--- src/rtl/vstu_w_sink_pkg.sv ---
// ============================================================================
// Module      : vstu_w_sink_pkg
// Description : Shared types and constants for the vector-store write sink.
// Revision    : 1.0 - initial release
// ============================================================================
`default_nettype none

package vstu_w_sink_pkg;

    // Struct fields are sized for the widest supported configuration.
    localparam int unsigned AddrWidthMax = 64;
    localparam int unsigned IdWidthMax   = 16;

    localparam logic [1:0] RespOkay     = 2'b00;
    localparam logic [1:0] RespSlvErr   = 2'b10;
    localparam logic [1:0] C_BURST_INCR = 2'b01;

    typedef struct packed {
        logic [IdWidthMax-1:0] id;
        logic [1:0]            resp;
    } vstu_w_sink_b_t;

    typedef struct packed {
        logic [AddrWidthMax-1:0] addr;
        logic [7:0]              len;
        logic [2:0]              size;
        logic [IdWidthMax-1:0]   id;
        logic                    err;
    } vstu_w_sink_aw_t;

endpackage

`default_nettype wire

--- src/rtl/fifo_v3.sv ---
// ============================================================================
// Module      : fifo_v3
// Description : Synchronous FIFO, port-compatible subset of common_cells.
// Revision    : 1.0 - initial release
// ============================================================================
`default_nettype none

module fifo_v3 #(
    parameter int unsigned DEPTH = 4,
    parameter type         dtype = logic
) (
    input  logic clk_i,
    input  logic rst_ni,
    input  logic flush_i,
    output logic full_o,
    output logic empty_o,
    input  dtype data_i,
    input  logic push_i,
    output dtype data_o,
    input  logic pop_i
);

    localparam int unsigned C_PTR_W = (DEPTH > 1) ? $clog2(DEPTH) : 1;
    localparam int unsigned C_CNT_W = $clog2(DEPTH + 1);

    dtype               r_mem [DEPTH];
    logic [C_PTR_W-1:0] r_wr_ptr;
    logic [C_PTR_W-1:0] r_rd_ptr;
    logic [C_CNT_W-1:0] r_count;
    logic               w_push;
    logic               w_pop;

    assign full_o  = (r_count == C_CNT_W'(DEPTH));
    assign empty_o = (r_count == '0);
    assign w_pop   = pop_i && !empty_o;
    // A pop in the same cycle frees the slot a full FIFO is being pushed into.
    assign w_push  = push_i && (!full_o || w_pop);
    assign data_o  = r_mem[r_rd_ptr];

    always_ff @(posedge clk_i) begin
        if (!rst_ni || flush_i) begin
            r_wr_ptr <= '0;
            r_rd_ptr <= '0;
            r_count  <= '0;
        end else begin
            if (w_push) begin
                r_wr_ptr <= (r_wr_ptr == C_PTR_W'(DEPTH - 1)) ? '0 : r_wr_ptr + C_PTR_W'(1);
            end
            if (w_pop) begin
                r_rd_ptr <= (r_rd_ptr == C_PTR_W'(DEPTH - 1)) ? '0 : r_rd_ptr + C_PTR_W'(1);
            end
            if (w_push && !w_pop) begin
                r_count <= r_count + C_CNT_W'(1);
            end else if (w_pop && !w_push) begin
                r_count <= r_count - C_CNT_W'(1);
            end
        end
    end

    always_ff @(posedge clk_i) begin
        if (w_push) begin
            r_mem[r_wr_ptr] <= data_i;
        end
    end

endmodule

`default_nettype wire

--- src/rtl/vstu_w_sink.sv ---
// ============================================================================
// Module      : vstu_w_sink
// Description : AXI write responder turning W beats into SRAM byte writes.
// Revision    : 1.0 - initial release
// ============================================================================
`default_nettype none

module vstu_w_sink
    import vstu_w_sink_pkg::*;
#(
    parameter int unsigned AxiDataWidth = 64,
    parameter int unsigned AxiAddrWidth = 64,
    parameter int unsigned AxiIdWidth   = 5,
    parameter int unsigned MemAddrWidth = 20,
    parameter int unsigned AwDepth      = 2,
    parameter int unsigned BDepth       = 4
) (
    input  logic                      clk_i,
    input  logic                      rst_i,
    input  logic [AxiAddrWidth-1:0]   aw_addr_i,
    input  logic [7:0]                aw_len_i,
    input  logic [2:0]                aw_size_i,
    input  logic [1:0]                aw_burst_i,
    input  logic [AxiIdWidth-1:0]     aw_id_i,
    input  logic                      aw_valid_i,
    output logic                      aw_ready_o,
    input  logic [AxiDataWidth-1:0]   w_data_i,
    input  logic [AxiDataWidth/8-1:0] w_strb_i,
    input  logic                      w_last_i,
    input  logic                      w_valid_i,
    output logic                      w_ready_o,
    output logic [AxiIdWidth-1:0]     b_id_o,
    output logic [1:0]                b_resp_o,
    output logic                      b_valid_o,
    input  logic                      b_ready_i,
    output logic                      mem_req_o,
    output logic [MemAddrWidth-1:0]   mem_addr_o,
    output logic [AxiDataWidth-1:0]   mem_wdata_o,
    output logic [AxiDataWidth/8-1:0] mem_be_o,
    input  logic                      mem_gnt_i
);

    localparam int unsigned C_OFF_W  = $clog2(AxiDataWidth / 8);
    localparam logic [0:0]  S_IDLE   = 1'b0;
    localparam logic [0:0]  S_BURST  = 1'b1;

    logic [0:0]              r_state;
    logic [0:0]              w_state_next;
    vstu_w_sink_aw_t         w_aw_in;
    vstu_w_sink_aw_t         w_aw_head;
    vstu_w_sink_aw_t         r_burst;
    vstu_w_sink_b_t          w_b_in;
    vstu_w_sink_b_t          w_b_head;
    logic                    w_aw_full;
    logic                    w_aw_empty;
    logic                    w_aw_push;
    logic                    w_aw_pop;
    logic                    w_b_full;
    logic                    w_b_empty;
    logic                    w_b_push;
    logic                    w_b_pop;
    logic [7:0]              r_beat_cnt;
    logic                    w_in_burst;
    logic                    w_strb_zero;
    logic                    w_w_hs;
    logic                    w_is_last;
    logic                    w_last_err;
    logic [AxiAddrWidth-1:0] w_size_mask;
    logic [AxiAddrWidth-1:0] w_beat_addr;
    logic                    w_unused_bits;

    // ------------------------------------------------------------------ AW
    assign aw_ready_o = !rst_i && !w_aw_full;
    assign w_aw_push  = aw_valid_i && aw_ready_o;

    always_comb begin
        w_aw_in      = '0;
        w_aw_in.addr = AddrWidthMax'(aw_addr_i);
        w_aw_in.len  = aw_len_i;
        w_aw_in.size = aw_size_i;
        w_aw_in.id   = IdWidthMax'(aw_id_i);
        w_aw_in.err  = (aw_burst_i != C_BURST_INCR);
    end

    fifo_v3 #(
        .DEPTH (AwDepth),
        .dtype (vstu_w_sink_aw_t)
    ) u_aw_fifo (
        .clk_i   (clk_i),
        .rst_ni  (1'b1),
        .flush_i (rst_i),
        .full_o  (w_aw_full),
        .empty_o (w_aw_empty),
        .data_i  (w_aw_in),
        .push_i  (w_aw_push),
        .data_o  (w_aw_head),
        .pop_i   (w_aw_pop)
    );

    // ------------------------------------------------------------------ W
    assign w_aw_pop    = (r_state == S_IDLE) && !w_aw_empty;
    assign w_in_burst  = (r_state == S_BURST) && !rst_i;
    assign w_strb_zero = (w_strb_i == '0);
    // Zero-strobe beats never touch memory, so they need no grant.
    assign w_ready_o   = w_in_burst && !w_b_full && (mem_gnt_i || w_strb_zero);
    assign mem_req_o   = w_in_burst && w_valid_i && !w_b_full && !w_strb_zero;
    assign w_w_hs      = w_valid_i && w_ready_o;
    assign w_is_last   = (r_beat_cnt == r_burst.len);
    assign w_last_err  = (w_last_i != w_is_last);
    assign w_b_push    = w_w_hs && w_is_last;

    assign w_size_mask = (AxiAddrWidth'(1) << r_burst.size) - AxiAddrWidth'(1);
    assign w_beat_addr = (r_burst.addr[AxiAddrWidth-1:0] & ~w_size_mask)
                       + (AxiAddrWidth'(r_beat_cnt) << r_burst.size);

    assign mem_addr_o  = w_in_burst ? w_beat_addr[MemAddrWidth+C_OFF_W-1:C_OFF_W] : '0;
    assign mem_wdata_o = w_in_burst ? w_data_i : '0;
    assign mem_be_o    = w_in_burst ? w_strb_i : '0;

    always_comb begin
        w_state_next = r_state;
        case (r_state)
            S_IDLE:  if (!w_aw_empty) w_state_next = S_BURST;
            S_BURST: if (w_b_push)    w_state_next = S_IDLE;
            default: w_state_next = S_IDLE;
        endcase
    end

    always_ff @(posedge clk_i) begin
        if (rst_i) begin
            r_state    <= S_IDLE;
            r_burst    <= '0;
            r_beat_cnt <= '0;
        end else begin
            r_state <= w_state_next;
            if (w_aw_pop) begin
                r_burst    <= w_aw_head;
                r_beat_cnt <= '0;
            end else if (w_w_hs) begin
                r_beat_cnt <= r_beat_cnt + 8'd1;
                if (w_last_err) begin
                    r_burst.err <= 1'b1;
                end
            end
        end
    end

    // ------------------------------------------------------------------ B
    always_comb begin
        w_b_in      = '0;
        w_b_in.id   = r_burst.id;
        w_b_in.resp = (r_burst.err || w_last_err) ? RespSlvErr : RespOkay;
    end

    fifo_v3 #(
        .DEPTH (BDepth),
        .dtype (vstu_w_sink_b_t)
    ) u_b_fifo (
        .clk_i   (clk_i),
        .rst_ni  (1'b1),
        .flush_i (rst_i),
        .full_o  (w_b_full),
        .empty_o (w_b_empty),
        .data_i  (w_b_in),
        .push_i  (w_b_push),
        .data_o  (w_b_head),
        .pop_i   (w_b_pop)
    );

    assign b_valid_o = !w_b_empty && !rst_i;
    assign w_b_pop   = b_valid_o && b_ready_i;
    assign b_id_o    = b_valid_o ? w_b_head.id[AxiIdWidth-1:0] : '0;
    assign b_resp_o  = b_valid_o ? w_b_head.resp : '0;

    assign w_unused_bits = ^{w_beat_addr, r_burst, w_b_head};

endmodule

`default_nettype wire

--- config.mk ---
export PLATFORM = sky130hd
export DESIGN_NAME = vstu_w_sink
export DESIGN_NICKNAME = d
export VERILOG_FILES = /design/src/rtl/vstu_w_sink_pkg.sv /design/src/rtl/fifo_v3.sv /design/src/rtl/vstu_w_sink.sv
export SDC_FILE = /design/constraint.sdc
export NUM_CORES = 1
export LEC_CHECK = 0
export CORE_AREA = 2 2 124 150
export DETAILED_ROUTE_END_ITERATION = 10
export DIE_AREA = 0 0 126 152
export PLACE_DENSITY = 0.79
export SLEW_MARGIN = 20
export SYNTH_ARGS = -nofsm -noshare
export SYNTH_HDL_FRONTEND = slang
export SYNTH_SLANG_ARGS = --single-unit
--- constraint.sdc ---
create_clock -name clk_i -period 3.95 [get_ports clk_i]
set_input_delay 0.5925 -clock clk_i [delete_from_list [all_inputs] [get_ports clk_i]]
set_output_delay 0.5925 -clock clk_i [all_outputs]
set_load 0.03 [all_outputs]
Yosys cells after proc, flatten, opt, wreduce, memory -nomap -nowiden
Memories as Yosys holds them, arrays and structs flattened. A register that Yosys moved wholly into a read port is not among the register bits.
Index checks and enable logic that the tools add are counted.
Storage, ports and cells
  register bits: 71
  RAM bits: 234
  input port bits: 161
  output and inout bits: 103
  word-level logic and storage cells: 110
  memories kept: 2
Memories
  u_aw_fifo.r_mem: depth 2, bits a word 81, rd ports 1, clocked after Yosys merged registers in 1, wr ports 1, line fifo_v3.sv:26  | dtype r_mem [DEPTH];
  u_b_fifo.r_mem: depth 4, bits a word 18, rd ports 1, clocked after Yosys merged registers in 1, wr ports 1, line fifo_v3.sv:26
Operators by class
  add/subtract/negate cells: 11
  equal/unequal tests: 7
  shifts and indexed selects: 2
  muxes and demuxes: 28
  bitwise operators: 3
  reduce and logical (&&, ||, !) cells: 44
Operators with widths (number)
  2-to-1 mux 64 bit: 1
  adder 23 bit: 1
  bitwise AND 23 bit: 1
  NOT 23 bit: 1
  << shifter 1 x 3 -> 23 bit, first input constant: 1
  << shifter 8 x 3 -> 23 bit: 1
  subtractor 23 x 2 -> 23 bit, second input constant: 1
  logical AND 1 bit: 21
  2-to-1 mux 20 bit: 1
  2-to-1 mux 2 bit: 8
  2-to-1 mux 1 bit: 13
  logical NOT 1 bit: 10
  adder 8 x 1 -> 8 bit, second input constant: 1
  equality test 8 bit: 1
  logical NOT 8 bit: 1
  2-to-1 mux 8 bit: 1
  nonzero test 2 bit: 4
  adder 2 x 1 -> 2 bit, second input constant: 3
  equality test 2 bit, second input constant: 3
  2-to-1 mux 3 bit: 2
  2-to-1 mux 5 bit: 1
  logical OR 1 bit: 4
  adder 3 x 1 -> 3 bit, second input constant: 1
  equality test 3 bit, second input constant: 1
  11 further kinds: 12

Logic depth before layout (Yosys ltp)
  depth after elaboration: 11
  depth in mapped cells: 14
  depth with buffers taken out: 12

Modules after synthesis
A second synthesis with hierarchy kept.
Unflattened totals
  cells, all modules: 1054
  area, all modules: 14172.3 sq um
Modules (own cells, without submodules)
  fifo_v3 at u_aw_fifo: instances 1, cells each 313, area each 6871.6 sq um
  vstu_w_sink: instances 1, cells each 598, area each 4229.1 sq um
  fifo_v3 at u_b_fifo: instances 1, cells each 143, area each 3071.7 sq um

Least setup slack after synthesis
No wires, ideal clock.
  path kind: register to output
  from: register r_burst[18] (netlist name)
  to: output mem_addr_o[2]
  arrival time: 3390 ps
  data required time: 3357 ps
  slack: -32 ps
  stages on the path, launching flop included: 11
  buffers on the path: 2
  cell sequence: dfxtp_1 buf_6 clkbuf_1 nand2_1 and3_1 ha_1 a21o_1 a41o_2 a21o_1 a211oi_1 a2111oi_0
On the way
  longest elaborated chain between the ends: 6
  elaborated cells on any way between the ends: 7
  classes of those cells: add/sub (2); shift (2); mux (1); bitwise (2)
Ends and longest elaborated chain
  start, declared: line vstu_w_sink.sv:51  | vstu_w_sink_aw_t r_burst;
  start signal, assigned: line vstu_w_sink.sv:137  | r_burst <= w_aw_head;
  << shifter 1 x 3 -> 23 bit: line vstu_w_sink.sv:112  | assign w_size_mask = (AxiAddrWidth'(1) << r_burst.size) - AxiAddrWidth'(1);
  subtractor 23 x 2 -> 23 bit: line vstu_w_sink.sv:112
  NOT 23 bit: line vstu_w_sink.sv:113  | assign w_beat_addr = (r_burst.addr[AxiAddrWidth-1:0] & ~w_size_mask)
  bitwise AND 23 bit: line vstu_w_sink.sv:113
  adder 23 bit (*): line vstu_w_sink.sv:114  | + (AxiAddrWidth'(r_beat_cnt) << r_burst.size);
  2-to-1 mux 20 bit (*): line vstu_w_sink.sv:116  | assign mem_addr_o = w_in_burst ? w_beat_addr[MemAddrWidth+C_OFF_W-1:C_OFF_W] : '0;
  end, declared: line vstu_w_sink.sv:37  | output logic [MemAddrWidth-1:0] mem_addr_o,
Every way passes the cells marked *; elsewhere a longest branch is shown, timed or not.

Final worst setup path
  from: register r_burst[18] (netlist name)
  to: output mem_addr_o[8]
Same word-level chain as after synthesis.

==> flow_summary.ini <==
[worst_setup_path]
critPathCaptureType = primary output
cpPeakStageDelay_ns = 0.41
worstPathRequired_ns = 3.36
arrival_ns = 3.30
crit_type = reg -> out
path_buf_inv = 1
critPathMaxFanout = 7
cp_slowest_cell = dfxtp_4
setup.worst_path.start_class = register
cp_top_family = compound AO/OA/AOI/OAI gates
path_cells = mux2_2 > o21ai_2 > o32ai_1 > ha_1 > a211o_1 > a21oi_4 > o211ai_2 > a21oi_2 > mux2i_1 > a311o_1 > buf_12

[layout]
areaGrowthSynthToFinish_pct = 41.51
ff_latch_area_um2 = 4394
fillCellCount = 1385
drive_gt1_share_pct = 14.00
layoutNonFillerInstCount = 1189
multiInputGateArea_um2 = 3635
layout.nets = 1136

[hold_path]
hold_path_class = reg -> reg

[global_route]
grt_use_total_pct = 22.64
overflow = 0
grt_pass1_wl_um = 33370
grt_max_degree = 80
grt_pass1_vias = 6157
antenna_found_initial = 3

[yosys]
syn_nets = 913
syn-cell-area_um2 = 8130
synth_cells = 728
synth_edf_count = 104
yosysTopAreaCell = edfxtp_1
synth-seq-area-share_pct = 53.92
yosys_warnings = 0
synth_top_area_share_pct = 38.41
synth.area.top_cells = edfxtp_1, dfxtp_1, and2_1
synth_top_flop_cell = edfxtp_1
yosysMostFrequentCell = edfxtp_1
synth_cell_type_count = 58
synthArstFlopShare_pct = 0
syn_area_per_cell_um2 = 11.17
yosys-top-cells-count = edfxtp_1, and2_1, nor2_1
synth-seq-cells = 167

[sta]
fin_ws_ns = 0.05383
max_freq_mhz = 256.7
worst_pin_slew_ns = 0.9712
relSlewSlack_pct = 35.25
fin_skew_ns = 0.01226
post-route-period-util_pct = 98.64
setup_viol_count_final = 0
min_period_ns = 3.896
rsz0062_at_grt = true
hold_viol_final = 0
drv_slew = 0

[routing]
first_pass_iters = 5
drt-initial-drc-count = 494
route.antenna.remaining_nets = 0
via_per_inst = 5.385
drcViolationCount = 0
vias = 6403
wl_um = 21970
wl_per_cell_um = 18.48

[cts]
cts_tree = built
clk_pin_slew_ns = 0.07
clk_latency_ns = 0.43
cts_htree_levels = 4
cts_root_buffer = clkbuf_16
cts_buffers = 17
cts_sinks = 167
cts_buffer_depth = 2

[job]
cap_viol_max_count = 0

[placed_design]
dp_cells = 1147
routabilityCongestion = 0.8875
pre_cts_ws_ns = 0.1089
io_buffers = 221
dp_hpwl_um = 17120

[floorplanning]
die_area_um2 = 19150
die_h_um = 152
die_w_um = 126
start_util_pct = 45.58
io_pins = 264
rows = 54
core_um2 = 17840

[pwr]
p_leak_nw = 4.086
p_total_mw = 6.855
power.density_nw_per_um2 = 595.8
ir_drop_uv = 338.5

[run_status]
status = complete, no violations
## area by class of cell
| class | count | area share (%) |
|---|---|---|
| diodes | 1 | 0.02175 |
| clock buffers | 17 | 3.698 |
| well taps | 224 | 2.436 |
| multi-input cells | 496 | 31.59 |
| inverters | 14 | 0.4568 |
| clock inverters | 15 | 1.327 |
| flip-flops and latches | 167 | 38.19 |
| repair buffers | 255 | 22.27 |
## cell families (layout without fill, tap and decap cells)
family,after synthesis,count (layout),synth area share (%)
buffers and inverters,66,301,3.339
xor gates and xnor gates,29,29,3.124
AOI/OAI and AO/OA,122,123,10.76
and+or+nand+nor,259,259,16.67
adders and majority gates,24,24,3.786
DFF,167,167,53.92
muxes,60,60,8.356
other,1,2,0.04612
## worst min-delay path, stage by stage (launching register included)
cell     delay [ns]
dfxtp_1        0.33
o21ai_0        0.08
a21oi_1        0.06
## routing by layer
layer | global-route usage (%) | part of all wire (%) | vias up
li1 | - | - | 3063
met5 | 0 | 0 | -
met2 | 37.66 | 48 | 290
met4 | 4.919 | 0.98 | 0
met3 | 4.577 | 8.3 | 17
met1 | 30.82 | 42 | 3033
## sequential cells by signal, indices dropped and copies added, names as in the netlist, named ones only
register,cells
u_b_fifo.r_wr_ptr,2
u_b_fifo.r_mem,24
u_b_fifo.r_count,3
r_beat_cnt,8
u_aw_fifo.r_count,2
r_burst,40
u_b_fifo.r_rd_ptr,2
u_aw_fifo.r_wr_ptr,1
u_aw_fifo.r_rd_ptr,1
r_state,1
u_aw_fifo.r_mem,80
## timing repair
| item | CTS | global route |
|---|---|---|
| gates resized for setup | 22 | 20 |
| pin swaps | 8 | 13 |
| hold buffers | 0 | 0 |
| setup buffers | 2 | 6 |
| endpoints found under the setup margin | 18 | 13 |
| cloned | 1 | 0 |
## cells in the final DEF (no fill, tap or decap), types with 5 or more instances in the layout
master and n:
a21oi_1 20, nand2b_1 10, nand3_1 9, ha_1 21, inv_1 13, xor2_1 15, nor2_1 76, o211ai_1 5
a211oi_1 46, buf_4 39, clkbuf_16 17, or3_1 5, and2_1 89, clkdlybuf4s50_1 201, xnor2_1 14, buf_12 11
mux2i_1 46, mux4_2 6, nand4_1 10, o21ai_0 13, dfxtp_1 59, inv_8 5, edfxtp_1 104, nand2_1 30
## through the flow
stage	util [%]	area (um^2)	hold WS [ns]	setup TNS [ns]
after global placement	60.07	10720	0.4806	0
final	64.50	11500	0.5139	0
after floorplan	-	8132	0.4608	0
after detailed placement	60.07	10720	0.5032	0
after CTS	63.80	11380	0.5124	0
after global routing	64.49	11500	0.5382	-0.3799
## final timing paths
path / slack, ns / cells after the start / to / startpoint
setup reg to reg: 1.09 / 11 / u_b_fifo.r_count[2] / r_beat_cnt[0]
hold reg to reg: 0.51 / 2 / u_aw_fifo.r_count[1] / u_aw_fifo.r_count[1]
hold / removal: 0.51 / 2 / u_aw_fifo.r_count[1] / u_aw_fifo.r_count[1]
setup / recovery: 0.05 / 11 / mem_addr_o[8] / r_burst[18]
## power breakdown
group	total (mW)	internal [mW]	switching [mW]
registers	2.57	2.22	0.350
logic	2.68	1.21	1.47
clock network	1.61	0.844	0.766
(Power assumes the default switching activity.)
